<file path="src/rtl/if_fetch.sv">
// Instruction fetch stage: keeps up to two requests in flight and queues
// fetched words ahead of decode, with stall, redirect and stale-response kill.
//
// Ports:
//   clk_i, rst_i        clock, synchronous active-high reset
//   stall_i             hold the instruction presented to decode
//   jump_flag_i/addr_i  redirect from execute (priority over stall)
//   imem_req_o/addr_o   fetch request, held stable until imem_gnt_i
//   imem_gnt_i          request accepted this cycle
//   imem_rvalid_i/rdata_i  in-order response
//   inst_o/inst_addr_o/inst_valid_o  registered instruction to decode
module if_fetch #(
    parameter logic [31:0] RESET_PC = 32'h0000_0000,
    parameter logic [31:0] NOP_INST = 32'h0000_0013
) (
    input  logic        clk_i,
    input  logic        rst_i,
    input  logic        stall_i,
    input  logic        jump_flag_i,
    input  logic [31:0] jump_addr_i,
    output logic        imem_req_o,
    output logic [31:0] imem_addr_o,
    input  logic        imem_gnt_i,
    input  logic        imem_rvalid_i,
    input  logic [31:0] imem_rdata_i,
    output logic [31:0] inst_o,
    output logic [31:0] inst_addr_o,
    output logic        inst_valid_o
);

    logic [31:0] pc_q, pc_d;
    logic [1:0]  out_q, out_d;
    // Back-to-back redirects can stack killed responses beyond two; the
    // in-flight cap below bounds this counter to 0..4.
    logic [2:0]  kill_q, kill_d;

    logic [31:0] af_q [2];
    logic        af_wp_q, af_wp_d;
    logic        af_rp_q, af_rp_d;
    logic        af_we;

    logic [31:0] iq_inst_q [2];
    logic [31:0] iq_pc_q [2];
    logic        iq_wp_q, iq_wp_d;
    logic        iq_rp_q, iq_rp_d;
    logic [1:0]  iq_cnt_q, iq_cnt_d;
    logic        iq_we;

    logic [31:0] inst_q, inst_d;
    logic [31:0] inst_addr_q, inst_addr_d;
    logic        inst_valid_q, inst_valid_d;

    logic        credit_ok;
    logic [3:0]  inflight;
    logic        req;
    logic        fire;
    logic        rsp_take;
    logic        rsp_kill;
    logic [31:0] rsp_pc;
    logic        push;
    logic        pop;
    logic        unused;

    assign unused = ^jump_addr_i[1:0];

    always_comb begin
        credit_ok = ({1'b0, out_q} + {1'b0, iq_cnt_q}) < 3'd2;
        // Total responses still owed by memory, live or to be discarded.
        inflight  = {1'b0, kill_q} + {2'b00, out_q};
        req       = !rst_i && !jump_flag_i && credit_ok
                    && (inflight < 4'd4);
        fire      = req && imem_gnt_i;
        rsp_take  = imem_rvalid_i && (kill_q == 3'd0);
        rsp_kill  = imem_rvalid_i && (kill_q != 3'd0);
        rsp_pc    = af_q[af_rp_q];
    end

    assign imem_req_o   = req;
    assign imem_addr_o  = pc_q;
    assign inst_o       = inst_q;
    assign inst_addr_o  = inst_addr_q;
    assign inst_valid_o = inst_valid_q;

    always_comb begin
        pc_d         = pc_q;
        out_d        = out_q;
        kill_d       = kill_q;
        af_wp_d      = af_wp_q;
        af_rp_d      = af_rp_q;
        af_we        = 1'b0;
        iq_wp_d      = iq_wp_q;
        iq_rp_d      = iq_rp_q;
        iq_cnt_d     = iq_cnt_q;
        iq_we        = 1'b0;
        push         = 1'b0;
        pop          = 1'b0;
        inst_d       = inst_q;
        inst_addr_d  = inst_addr_q;
        inst_valid_d = inst_valid_q;

        if (jump_flag_i) begin
            pc_d         = {jump_addr_i[31:2], 2'b00};
            out_d        = 2'd0;
            // A response landing now retires one owed response (live or
            // already killed) and is dropped with the flush.
            kill_d       = kill_q + {1'b0, out_q}
                           - {2'b00, imem_rvalid_i};
            af_wp_d      = 1'b0;
            af_rp_d      = 1'b0;
            iq_wp_d      = 1'b0;
            iq_rp_d      = 1'b0;
            iq_cnt_d     = 2'd0;
            inst_d       = NOP_INST;
            inst_addr_d  = 32'd0;
            inst_valid_d = 1'b0;
        end else begin
            if (fire) begin
                pc_d    = pc_q + 32'd4;
                af_we   = 1'b1;
                af_wp_d = ~af_wp_q;
            end
            if (rsp_kill) begin
                kill_d = kill_q - 3'd1;
            end
            if (rsp_take) begin
                af_rp_d = ~af_rp_q;
            end
            out_d = out_q + {1'b0, fire} - {1'b0, rsp_take};

            // An arriving word bypasses the queue when it is empty and
            // decode is ready; this gives 1 inst/cycle with one in flight.
            push = rsp_take && (stall_i || (iq_cnt_q != 2'd0));
            pop  = !stall_i && (iq_cnt_q != 2'd0);

            if (!stall_i) begin
                if (pop) begin
                    inst_d       = iq_inst_q[iq_rp_q];
                    inst_addr_d  = iq_pc_q[iq_rp_q];
                    inst_valid_d = 1'b1;
                end else if (rsp_take) begin
                    inst_d       = imem_rdata_i;
                    inst_addr_d  = rsp_pc;
                    inst_valid_d = 1'b1;
                end else begin
                    inst_d       = NOP_INST;
                    inst_addr_d  = 32'd0;
                    inst_valid_d = 1'b0;
                end
            end

            if (push) begin
                iq_we   = 1'b1;
                iq_wp_d = ~iq_wp_q;
            end
            if (pop) begin
                iq_rp_d = ~iq_rp_q;
            end
            iq_cnt_d = iq_cnt_q + {1'b0, push} - {1'b0, pop};
        end
    end

    always_ff @(posedge clk_i) begin
        if (rst_i) begin
            pc_q         <= RESET_PC;
            out_q        <= 2'd0;
            kill_q       <= 3'd0;
            af_wp_q      <= 1'b0;
            af_rp_q      <= 1'b0;
            iq_wp_q      <= 1'b0;
            iq_rp_q      <= 1'b0;
            iq_cnt_q     <= 2'd0;
            inst_q       <= NOP_INST;
            inst_addr_q  <= 32'd0;
            inst_valid_q <= 1'b0;
        end else begin
            pc_q         <= pc_d;
            out_q        <= out_d;
            kill_q       <= kill_d;
            af_wp_q      <= af_wp_d;
            af_rp_q      <= af_rp_d;
            iq_wp_q      <= iq_wp_d;
            iq_rp_q      <= iq_rp_d;
            iq_cnt_q     <= iq_cnt_d;
            inst_q       <= inst_d;
            inst_addr_q  <= inst_addr_d;
            inst_valid_q <= inst_valid_d;
        end
    end

    // Storage arrays need no reset: pointers and counts gate every read.
    always_ff @(posedge clk_i) begin
        if (af_we && !rst_i) begin
            af_q[af_wp_q] <= pc_q;
        end
        if (iq_we && !rst_i) begin
            iq_inst_q[iq_wp_q] <= imem_rdata_i;
            iq_pc_q[iq_wp_q]   <= rsp_pc;
        end
    end

endmodule

</file>
<file path="config.mk">
export PLATFORM = sky130hd
export DESIGN_NAME = if_fetch
export DESIGN_NICKNAME = d
export VERILOG_FILES = /design/src/rtl/if_fetch.sv
export SDC_FILE = /design/constraint.sdc
export NUM_CORES = 1
export LEC_CHECK = 0
export ABC_AREA = 1
export BUFFER_PORTS_ARGS = -buffer_cell sky130_fd_sc_hd__buf_2
export CORE_MARGIN = 4
export CORE_UTILIZATION = 35
export CTS_CLUSTER_DIAMETER = 80
export CTS_CLUSTER_SIZE = 8
export DETAILED_ROUTE_END_ITERATION = 8
export GPL_ROUTABILITY_DRIVEN = 0
export GPL_TIMING_DRIVEN = 1
export REMOVE_ABC_BUFFERS = 1
export SLEW_MARGIN = 20
export SYNTH_ARGS = -nofsm -noshare
export SYNTH_HDL_FRONTEND = slang
export SYNTH_SLANG_ARGS = --single-unit
export TNS_END_PERCENT = 50
</file>
<file path="constraint.sdc">
create_clock -name clk_i -period 6.3 [get_ports clk_i]
set_input_delay 0.315 -clock clk_i [delete_from_list [all_inputs] [get_ports clk_i]]
set_output_delay 0.315 -clock clk_i [all_outputs]
set_load 0.02 [all_outputs]
</file>
# == After elaboration in Yosys (flattened, before gate mapping) ==
# Memory sizes are Yosys's and may differ from the RTL's. A register that Yosys moved wholly into a read port is not among the register bits.
# Cells that the tools add are included.
# totals
inputBits,70
memories,3
register_bits,108
ram_bits,192
# mem_list
name,depth,word_bits,rd,rd_clocked_by_memory_dff,write_ports,line,text
af_q,2,32,1,1,1,37,logic [31:0] af_q [2];
iq_inst_q,2,32,1,1,1,42,logic [31:0] iq_inst_q [2];
iq_pc_q,2,32,1,1,1,43,logic [31:0] iq_pc_q [2];
# classes
order_cmp,2
reduce_logical,20
n_bitwise,4
mux,24
n_addsub,10
# ops
op,count
2-to-1 mux 32 bit,6
"adder 32 x 3 -> 32 bit, second input constant",1
2-to-1 mux 1 bit,16
logical AND 1 bit,10
2-to-1 mux 3 bit,2
nonzero test 2 bit,3
adder 2 x 1 -> 2 bit,2
adder 3 x 2 -> 4 bit,1
"less-than comparator 4 x 3 -> 1 bit, second input constant",1
NOT 1 bit,4
subtractor 2 x 1 -> 2 bit,2
adder 2 x 2 -> 3 bit,1
adder 3 x 2 -> 3 bit,1
zero test 1 bit,3
zero test 3 bit,1
"less-than comparator 3 x 2 -> 1 bit, second input constant",1
nonzero test 3 bit,1
subtractor 3 x 1 -> 3 bit,1
"subtractor 3 x 1 -> 3 bit, second input constant",1
OR reduction 2 bit,1
logical OR 1 bit,1

# == Longest topological paths before layout ==
# Gate-level depths: netlist of the first run.
# logic_depth
ltp_word,10
depth_mapped,13
ltp_nobuf,12

# == Worst setup path after synthesis of the first run ==
# Ideal clock, no wire load.
# synth_path
kind,flip-flop to flip-flop
startpoint,register kill_q[0]
endpoint,"memory iq_inst_q[1][0], enable pin"
path_stages_with_launch,7
required_ns,5.741
n_path_buf,0
synth_period_minus_slack_ns,5.780
slack_ns,0.520
arrival_ns,5.221
path_cell_list,dfxtp_1 > inv_1 > ha_1 > nand3_2 > nor2_1 > inv_1 > nor3_1
# synth_via
elab_chain_cells,8
# synth_rtl
element,line,text
from (decl),35,"logic [2:0] kill_q, kill_d;"
from (signal assigned),178,kill_q <= kill_d;
zero test 3 bit,73,rsp_take = imem_rvalid_i && (kill_q == 3'd0);
logical AND 1 bit,73,
logical AND 1 bit,132,push = rsp_take && (stall_i || (iq_cnt_q != 2'd0));
2-to-1 mux 1 bit,151,if (push) begin
2-to-1 mux 1 bit,101,if (jump_flag_i) begin
logical AND 1 bit,195,if (iq_we && !rst_i) begin
2-to-1 mux 1 bit,195,
2-to-1 mux 1 bit (implied by the code),196,iq_inst_q[iq_wp_q] <= imem_rdata_i;
to (decl),42,
# No other way between the ends.

# == Final worst setup path of the first run ==
# layout_path
startpoint,input jump_flag_i
endpoint,"memory iq_inst_q[0][12], enable pin"
# layout_via
elab_chain_cells,4
# layout_rtl
element,line,text
from (decl),19,"input logic jump_flag_i,"
2-to-1 mux 1 bit,101,
logical AND 1 bit,195,
2-to-1 mux 1 bit,195,
2-to-1 mux 1 bit (implied by the code),196,
# No other way between the ends.

==> results.sh, run 1 <==
export IMPL_status="finished clean"
export IMPL_numCtsBuffers=42
export IMPL_cts_resized=0
export IMPL_area_delta_synth_final_pct=22.5
export IMPL_antenna_found_initial=3
export IMPL_finalHoldViolCount=0
export IMPL_power_density_nw_per_um2=307
export IMPL_reg2reg_from="kill_q[0]$_SDFFE_PP0P_"
export IMPL_htreeDepth=2
export IMPL_synth_largest_area_cell="edfxtp_1"
export IMPL_synth_commonest_cells="nand2_1, edfxtp_1, dfxtp_1"
export IMPL_postSynthCellCount=1134
export IMPL_insertion_delay_ps=530
export IMPL_die_x_um=194
export IMPL_drc_errors=0
export IMPL_relSlewSlack_pct=32.3
export IMPL_cts_setup_buffers=0
export IMPL_power_mw=4.58
export IMPL_end_kind="flip-flop"
export IMPL_cp_top_family="simple AND/OR/NAND/NOR gates"
export IMPL_async_reset_ff_share_pct=0
export IMPL_drv_slew=0
export IMPL_cts_root_buf="clkbuf_16"
export IMPL_avgViaCountPerCell=4.73
export IMPL_ys_seq_area_share_pct=62.8
export IMPL_start_util_pct=35.3
export IMPL_finalSetupViolCount=0
export IMPL_crit_slowest_cell="nor2_4"
export IMPL_grt_pass1_vias=8581
export IMPL_fp_dieH_um=194
export IMPL_p_leak_nw=5.55
export IMPL_ff2ff_path_depth=7
export IMPL_ioPinCount=168
export IMPL_cap_violations=0
export IMPL_rr_endpoint="iq_inst_q[0][12]$_DFFE_PP_"
export IMPL_vdd_ir_drop_max_uv=206
export IMPL_yosys_area_top_type_share_pct=45.4
export IMPL_routedWlPerCell_um=17.2
export IMPL_setup_worst_path_end="iq_inst_q[0][12]$_DFFE_PP_"
export IMPL_drive_gt1_share_pct=24.0
export IMPL_dieArea_um2=37800
export IMPL_crit_path_max_incr_delay_ps=840
export IMPL_cts_max_path_buffers=3
export IMPL_gr_total_overflow=0
export IMPL_grt_max_degree=71
export IMPL_crit_chain="buf_2, nor2_4, inv_2, buf_4, nor2_4, buf_4"
export IMPL_cp_depth=6
export IMPL_placeableCoreArea_um2=34500
export IMPL_cp_buffers_inverters=4
export IMPL_skew_ps=12.7
export IMPL_synthesis_area_um2=12200
export IMPL_antenna_left=0
export IMPL_ys_ff_latch=290
export IMPL_cts_tree="yes"
export IMPL_yosysUniqueCellTypes=35
export IMPL_min_period_ps=3050
export IMPL_synth_edf_count=184
export IMPL_via_count=8593
export IMPL_holdCritPathClass="input port to flip-flop"
export IMPL_grt_pass1_wl_mm=48.4
export IMPL_core_rowCount=68
export IMPL_yosysMostFrequentCell="nand2_1"
export IMPL_post_dp_hpwl_mm=19.3
export IMPL_arrival_ps=3200
export IMPL_ctsHoldBuffers=32
export IMPL_max_freq_mhz=328
export IMPL_synth_area_top_cells="edfxtp_1, dfxtp_1, nand2_1, mux2_2, a31oi_1"
export IMPL_worstPathRequired_ps=6450
export IMPL_setup_tns_ps=0
export IMPL_portBuffers=161
export IMPL_ff2ff_setup_slack_ps=3250
export IMPL_syn_avg_cell_area_um2=10.7
export IMPL_yosysWarnings=0
export IMPL_cp_start_kind="input port"
export IMPL_wirelength_mm=31.3
export IMPL_tightest_slew_ps=1020
export IMPL_drt_initial_drc_count=494
export IMPL_drtPass1Iterations=4
export IMPL_grt_usage_pct=16.1
export IMPL_period_share_pct=48.4
export IMPL_setup_worst_path_class="input port to flip-flop"
export IMPL_crit_start="jump_flag_i"
export IMPL_clock_sinks=290
export IMPL_fin_nets=1411
export IMPL_synthFlopType="edfxtp_1"
export IMPL_path_max_fanout=55
export IMPL_rsz0062_at_grt="false"
export IMPL_clk_pin_slew_worst_paths_ps=50
stage by stage:
step	util (%)	cell area, um^2	setup slack, ps	hold WS [ps]	std cells
6_report	43.3	14900	3250	73.6	1818
5_1_grt	43.3	14900	3070	68.4	1817
4_1_cts	43.3	14900	3250	43.1	1817
3_5_place_dp	38.8	13400	2730	436	1707
3_3_place_gp	38.8	13400	2730	423	1707
2_1_floorplan	-	11900	521	384	1082
cell usage in the layout (no fill, tap or decap), drive strengths merged, types with 31 or more instances in the layout:
master       netlist  final
a31oi             52     52
edfxtp           184    184
clkbuf            20     74
o21ai             31     31
mux2              84     84
buf               35    170
dlygate4sd3        0     32
inv               78     80
a21oi             48     48
dfxtp            106    106
nand3             62     62
nor2              73     73
nand2            309    309
worst min-delay path, delay by kind of cell:
family                 cells  cell delay, ps
buffers and inverters      1              80
AOI/OAI and AO/OA          2             160
cells by family after synthesis:
family / count (synthesis) / share of synthesized area, %
adder cells (fa/ha/maj): 13 / 1.46
AND/OR/NAND/NOR: 455 / 15.5
buffers and inverters: 134 / 4.77
flip-flops: 290 / 62.8
AO/OA/AOI/OAI: 145 / 6.78
multiplexers: 84 / 7.77
XOR/XNOR: 12 / 0.863
other: 1 / 0.0308
final cells by class:
type | instances | area (um^2)
fill | 3301 | 19500
sequential | 290 | 7650
multi-input combinational | 713 | 3980
timing repair buffer | 202 | 1190
clock buffer | 74 | 1170
tap | 455 | 569
inverter | 79 | 298
clock inverter | 4 | 42.5
antenna | 1 | 2.50
worst min-delay path by stage:
stage / start / to / slack [ps] / cells after the start
after floorplan: rst_i / imem_addr_o[15]$_SDFFE_PP0P_ / 380 / 1
after global placement: iq_rp_q$_SDFFE_PP0P_ / flip-flop / 420 / 1
after detailed placement: iq_rp_q$_SDFFE_PP0P_ / flip-flop / 440 / 1
after CTS: jump_addr_i[4] / imem_addr_o[4]$_SDFFE_PP0P_ / 40 / 3
after global routing: jump_addr_i[4] / imem_addr_o[4]$_SDFFE_PP0P_ / 70 / 3
final: jump_addr_i[4] / imem_addr_o[4]$_SDFFE_PP0P_ / 70 / 3
sequential cells by signal, indices dropped and copies added, names as in the netlist, named ones only:
signal        flops
iq_wp_q           1
kill_q            3
iq_inst_q        64
af_wp_q           1
af_rp_q           1
iq_rp_q           1
out_q             2
iq_cnt_q          2
imem_addr_o      30
iq_pc_q          60
af_q             60
inst_valid_o      1
inst_addr_o      30
inst_o           32
metal layers:
layer / track usage, % / part of all wire, % / vias up
li1: - / - / 4286
met2: 27.6 / 49 / 174
met3: 3.67 / 5.5 / 41
met5: 0 / 0.061 / -
met4: 4.82 / 2.0 / 2
met1: 20.3 / 43 / 4090
report_power, final:
group	internal, mW	switching (mW)	total [mW]
Sequential	2.09	0.0489	2.14
Combinational	0.144	0.260	0.404
Clock	1.25	0.789	2.04
(Power assumes the default switching activity.)
==> run 2: changes to the inputs <==
- clock period: 6.3 -> 2.5 ns (I/O delays scaled with it)
==> run 2 against run 1 <==
Effect of this change: setup slack worse by 3000 ps; non-clock buffer count up 47; global-route usage up 0.29 points; die area unchanged; count of clock-buffer cells in the layout up 1; wire length up 2.4%; design area up 3.4%; critical path depth up 6; final cell count up 2.6%.
==> results.sh, run 2 (synthesis gave the netlist of run 1 again) <==
export IMPL_met1_usage_pct=20.9
export IMPL_final_area_um2=15400
export IMPL_wirelength_mm=32.0
export IMPL_portBuffers=161
export IMPL_cp_top_family="adder cells"
export IMPL_end_kind="flip-flop"
export IMPL_antenna_left=0
export IMPL_cp_start_kind="flip-flop"
export IMPL_max_freq_mhz=442
export IMPL_post_place_ws_ps=148
export IMPL_min_period_ps=2260
export IMPL_reg2reg_from="iq_cnt_q[0]$_SDFF_PP0_"
export IMPL_antenna_found_initial=0
export IMPL_ff2ff_path_depth=12
export IMPL_final_core_util_pct=44.7
export IMPL_die_x_um=194
export IMPL_routedWlPerCell_um=17.2
export IMPL_dp_cells=1723
export IMPL_crit_chain="nand2_1, inv_1, fa_1, nor2_1, nand2_1, nor2_4, nand2_4, ha_1, inv_1, ha_1, or2_2, a21oi_1"
export IMPL_mostFrequentLayoutCells="nand2_1, edfxtp_1, buf_2"
export IMPL_numCtsBuffers=42
export IMPL_post_dp_hpwl_mm=20.6
export IMPL_vdd_ir_drop_max_uv=433
export IMPL_holdCritPathClass="input port to flip-flop"
export IMPL_rsz0062_at_grt="false"
export IMPL_power_density_nw_per_um2=760
export IMPL_holdPathStages=3
export IMPL_p_leak_nw=5.78
export IMPL_grt_pass1_vias=8782
export IMPL_postLayoutSetupSlackWorst_ps=236
export IMPL_drc_errors=0
export IMPL_start_util_pct=35.3
export IMPL_min_to="imem_addr_o[19]$_SDFFE_PP0P_"
export IMPL_status="finished clean"
export IMPL_via_count=8885
export IMPL_hold_start="rst_i"
export IMPL_core_rowCount=68
export IMPL_stdcell_count=1865
export IMPL_arrival_ps=2720
export IMPL_period_share_pct=90.6
export IMPL_final_common_cell="nand2_1"
export IMPL_drv_slew=0
export IMPL_drt_initial_drc_count=489
export IMPL_setup_tns_ps=0
export IMPL_fp_dieH_um=194
export IMPL_fin_nets=1458
export IMPL_placeableCoreArea_um2=34500
export IMPL_largest_reg_flops=64
export IMPL_skew_ps=28.4
export IMPL_cts_tree="yes"
export IMPL_grt_use_met2_pct=27.8
export IMPL_grt_max_degree=46
export IMPL_cts_root_buf="clkbuf_16"
export IMPL_use_met3_pct=3.41
export IMPL_top_register="iq_inst_q"
export IMPL_cts_max_path_buffers=3
export IMPL_avgViaCountPerCell=4.76
export IMPL_placed_area_um2=13500
export IMPL_path_max_fanout=3
export IMPL_finalSetupViolCount=0
export IMPL_grt_usage_pct=16.4
export IMPL_drive_gt1_share_pct=24.5
export IMPL_crit_slowest_cell="fa_1"
export IMPL_grt_busiest_layer="met2"
export IMPL_grt_pass1_wl_mm=49.7
export IMPL_drtPass1Iterations=5
export IMPL_tightest_slew_ps=730
export IMPL_n_fill_cell=3279
export IMPL_cp_buffers_inverters=2
export IMPL_ff2ff_setup_slack_ps=240
export IMPL_clk_pin_slew_worst_paths_ps=50
export IMPL_ioPinCount=168
export IMPL_dieArea_um2=37800
export IMPL_gr_total_overflow=0
export IMPL_cap_violations=0
export IMPL_insertion_delay_ps=530
export IMPL_relSlewSlack_pct=51.3
export IMPL_clock_sinks=290
export IMPL_area_delta_synth_final_pct=26.6
export IMPL_crit_path_max_incr_delay_ps=410
export IMPL_setup_worst_path_class="flip-flop to flip-flop"
export IMPL_reg_top3="iq_inst_q (64), af_q (60), iq_pc_q (60)"
export IMPL_worstPathRequired_ps=2960
export IMPL_htreeDepth=2
export IMPL_rr_endpoint="out_q[1]$_SDFF_PP0_"
export IMPL_finalHoldViolCount=0
[run 2: report_power, final]
part           internal, mW  switching, mW  leakage [nW]
Sequential             5.26          0.114          2.54
Clock                  3.22           2.00         0.586
Combinational         0.421          0.690          2.66
Total                  8.90           2.81          5.78
[run 2: per-layer routing]
| metal | part of all wire [%] | wire length [um] |
|---|---|---|
| met2 | 49 | 15700 |
| met3 | 5.3 | 1690 |
| met4 | 2.7 | 870 |
| met5 | 0 | 0 |
| met1 | 43 | 13800 |
[run 2: metrics by stage]
stage	hold slack (ps)	power, mW
4_1_cts	98.2	11.9
3_3_place_gp	330	6.48
6_report	115	11.7
5_1_grt	127	12.2
3_5_place_dp	333	6.51
2_1_floorplan	194	6.05
[run 2: worst register-to-register path: cells and delay by family, from the launching register on]
family / cells / cell delay [ps]
fa+ha+maj: 3 / 860
simple gates: 6 / 760
flops: 1 / 360
buf+inv: 2 / 110
compound gates: 1 / 110
[run 2: how the worst max path moves through the flow]
stage                                 startpoint                        end  slack (ps)  depth (start not counted)
final                     iq_cnt_q[0]$_SDFF_PP0_        out_q[1]$_SDFF_PP0_         240                         12
after global routing      iq_cnt_q[0]$_SDFF_PP0_        out_q[1]$_SDFF_PP0_          70                         12
after CTS                    out_q[0]$_SDFF_PP0_        out_q[1]$_SDFF_PP0_         120                         12
after detailed placement     out_q[0]$_SDFF_PP0_        out_q[1]$_SDFF_PP0_         150                         12
after global placement       out_q[0]$_SDFF_PP0_        out_q[1]$_SDFF_PP0_         180                         12
after floorplan           kill_q[0]$_SDFFE_PP0P_  iq_inst_q[1][0]$_DFFE_PP_       -3280                          6
[run 2: layout make-up]
type                       instances  area [um^2]  area share (%)
sequential                       290         7650            49.6
multi-input combinational        713         3980            25.8
timing repair buffer             249         1670            10.8
clock buffer                      75         1200            7.76
tap                              455          569            3.69
inverter                          79          298            1.93
clock inverter                     3         41.3           0.268
antenna                            1         2.50          0.0162
[run 2: repair_timing]
action	CTS	global route
resized for setup	0	1
endpoints found under the setup margin	0	1
hold buffers	62	0
hold endpoints to repair	126	0
buffers inserted	0	1
==> run 3: changes to the inputs <==
- CORE_UTILIZATION: 35 -> 40
==> run 3 against run 2 <==
Effect of this change: via count is 0.96% lower; wire length fell by 5.4%; hold slack lost 57 ps; utilization is 6.8 points higher; maximum frequency up 0.71%; critical path depth is the same; critical endpoint unchanged.
==> results.sh, run 3 (synthesis gave the netlist of run 1 again) <==
export IMPL_status="finished clean"
export IMPL_p_leak_nw=5.79
export IMPL_topRoutingLayerUsed="met4"
export IMPL_vdd_ir_drop_max_uv=442
export IMPL_met3WireLength_mm=1.46
export IMPL_htreeDepth=2
export IMPL_drc_errors=0
export IMPL_top_register="iq_inst_q"
export IMPL_area_delta_synth_final_pct=26.1
export IMPL_ff2ff_path_depth=12
export IMPL_clkPwrFrac_pct=44.2
export IMPL_ff2ff_setup_slack_ps=250
export IMPL_final_common_cell="nand2_1"
export IMPL_cts_max_path_buffers=3
export IMPL_wirelength_mm=30.3
export IMPL_p_seq_share_pct=46.4
export IMPL_crit_path_max_incr_delay_ps=400
export IMPL_avgViaCountPerCell=4.89
export IMPL_switching_share_pct=23.4
export IMPL_start_util_pct=40.8
export IMPL_holdCritPathClass="input port to flip-flop"
export IMPL_crit_chain="nand2_1, inv_1, fa_1, nor2_1, nand2_1, nor2_4, nand2_4, ha_1, inv_1, ha_1, or2_2, a21oi_1"
export IMPL_p_switching_mw=2.72
export IMPL_setup_worst_path_class="flip-flop to flip-flop"
export IMPL_crit_slowest_cell="fa_1"
export IMPL_via_count=8800
export IMPL_power_density_nw_per_um2=756
export IMPL_path_max_fanout=3
export IMPL_tightest_slew_ps=753
export IMPL_cts_setup_buffers=0
export IMPL_placed_area_um2=13500
export IMPL_core_rowCount=63
export IMPL_setup_tns_ps=0
export IMPL_crit_start="iq_cnt_q[0]$_SDFF_PP0_"
export IMPL_p_int_mw=8.88
export IMPL_antenna_found_initial=0
export IMPL_arrival_ps=2690
export IMPL_cap_violations=0
export IMPL_relSlewSlack_pct=49.7
export IMPL_antenna_cells=0
export IMPL_reg2reg_from="iq_cnt_q[0]$_SDFF_PP0_"
export IMPL_grt_usage_pct=18.0
export IMPL_wl_met1_mm=13.2
export IMPL_finalHoldViolCount=0
export IMPL_fp_dieH_um=182
export IMPL_placeableCoreArea_um2=29800
export IMPL_skew_ps=10.6
export IMPL_drtPass1Iterations=5
export IMPL_rsz0062_at_grt="false"
export IMPL_die_x_um=182
export IMPL_period_share_pct=89.9
export IMPL_routedWlPerCell_um=16.8
export IMPL_setup_worst_path_end="out_q[1]$_SDFF_PP0_"
export IMPL_cts_tree="yes"
export IMPL_worstPathRequired_ps=2940
export IMPL_clk_pin_slew_worst_paths_ps=50
export IMPL_pwr_share_comb_pct=9.4
export IMPL_final_area_um2=15400
export IMPL_drv_slew=0
export IMPL_drt_initial_drc_count=534
export IMPL_antenna_left=0
export IMPL_dr_wl_met2_mm=15.1
export IMPL_largest_reg_flops=64
export IMPL_clock_sinks=290
export IMPL_finalSetupViolCount=0
export IMPL_post_dp_hpwl_mm=19.4
export IMPL_ioPinCount=168
export IMPL_insertion_delay_ps=510
export IMPL_drive_gt1_share_pct=24.6
export IMPL_mostFrequentLayoutCells="nand2_1, edfxtp_1, buf_2"
export IMPL_gr_total_overflow=0
export IMPL_cts_root_buf="clkbuf_16"
export IMPL_portBuffers=161
export IMPL_fin_nets=1461
export IMPL_min_period_ps=2250
export IMPL_grt_max_degree=55
export IMPL_cp_start_kind="flip-flop"
export IMPL_grt_pass1_wl_mm=48.0
export IMPL_max_freq_mhz=445
export IMPL_reg_top3="iq_inst_q (64), af_q (60), iq_pc_q (60)"
export IMPL_rr_endpoint="out_q[1]$_SDFF_PP0_"
export IMPL_dieArea_um2=33300
export IMPL_grt_pass1_vias=8799
export IMPL_numCtsBuffers=42
export IMPL_end_kind="flip-flop"
## run 3: cell types whose count changed in the layout (fill, tap and decap cells not counted), sizes merged
cell,previous run,this run
buf,187,190
clkinv,4,2
diode,1,0
clkbuf,75,73
inv,78,79
## run 3: per-layer routing
| layer | track usage (%) | vias up |
|---|---|---|
| met5 | 0 | - |
| met4 | 4.62 | 0 |
| met3 | 3.07 | 39 |
| met2 | 31.8 | 223 |
| met1 | 22.9 | 4171 |
| li1 | - | 4367 |
## run 3: final cells by class
cell class	instances	area, um^2
clock buffers	73	1190
clock inverters	2	17.5
fillers	2753	14400
inverters	79	298
multi-input cells	713	3990
flip-flops and latches	290	7650
well taps	390	488
repair buffers	252	1720
## run 3: per-stage QoR
stage	cells	hold slack, ps	setup WS, ps	util (%)	power (mW)
2_1_floorplan	1082	194	-3280	-	6.05
3_3_place_gp	1662	327	271	45.4	6.48
3_5_place_dp	1662	333	223	45.4	6.50
4_1_cts	1799	68.4	199	51.5	11.7
5_1_grt	1799	79.4	33.3	51.5	12.1
6_report	1799	57.4	252	51.5	11.6
## run 3: power groups by stage
stage	Clock, mW	Sequential (mW)	Combinational, mW
after floorplan	0	5.53	0.517
after global placement	0	5.47	1.02
after detailed placement	0	5.47	1.03
after CTS	5.26	5.38	1.11
after global routing	5.48	5.39	1.22
final	5.12	5.38	1.10
## run 3: how the worst min path moves through the flow
stage / cells after the start / slack [ps] / start / to
2_1_floorplan: 1 / 190 / rst_i / imem_addr_o[15]$_SDFFE_PP0P_
3_3_place_gp: 1 / 330 / imem_rdata_i[4] / iq_inst_q[0][4]$_DFFE_PP_
3_5_place_dp: 1 / 330 / imem_rdata_i[30] / iq_inst_q[0][30]$_DFFE_PP_
4_1_cts: 4 / 70 / stall_i / inst_o[0]$_SDFFE_PP1N_
5_1_grt: 4 / 80 / stall_i / inst_o[0]$_SDFFE_PP1N_
6_report: 4 / 60 / stall_i / inst_o[0]$_SDFFE_PP1N_
## run 3: critical path: cells and delay by family, from the launching register on
family	cells	cell delay (ps)
compound gates	1	110
fa+ha+maj	3	850
buf+inv	2	100
flops	1	360
simple gates	6	760
## run 3: timing repair
| item | 4_1_cts | 5_1_grt |
|---|---|---|
| hold buffers | 62 | 0 |
| hold endpoints to repair | 126 | 0 |
| setup endpoints to repair | 0 | 1 |
| gates resized for setup | 0 | 1 |
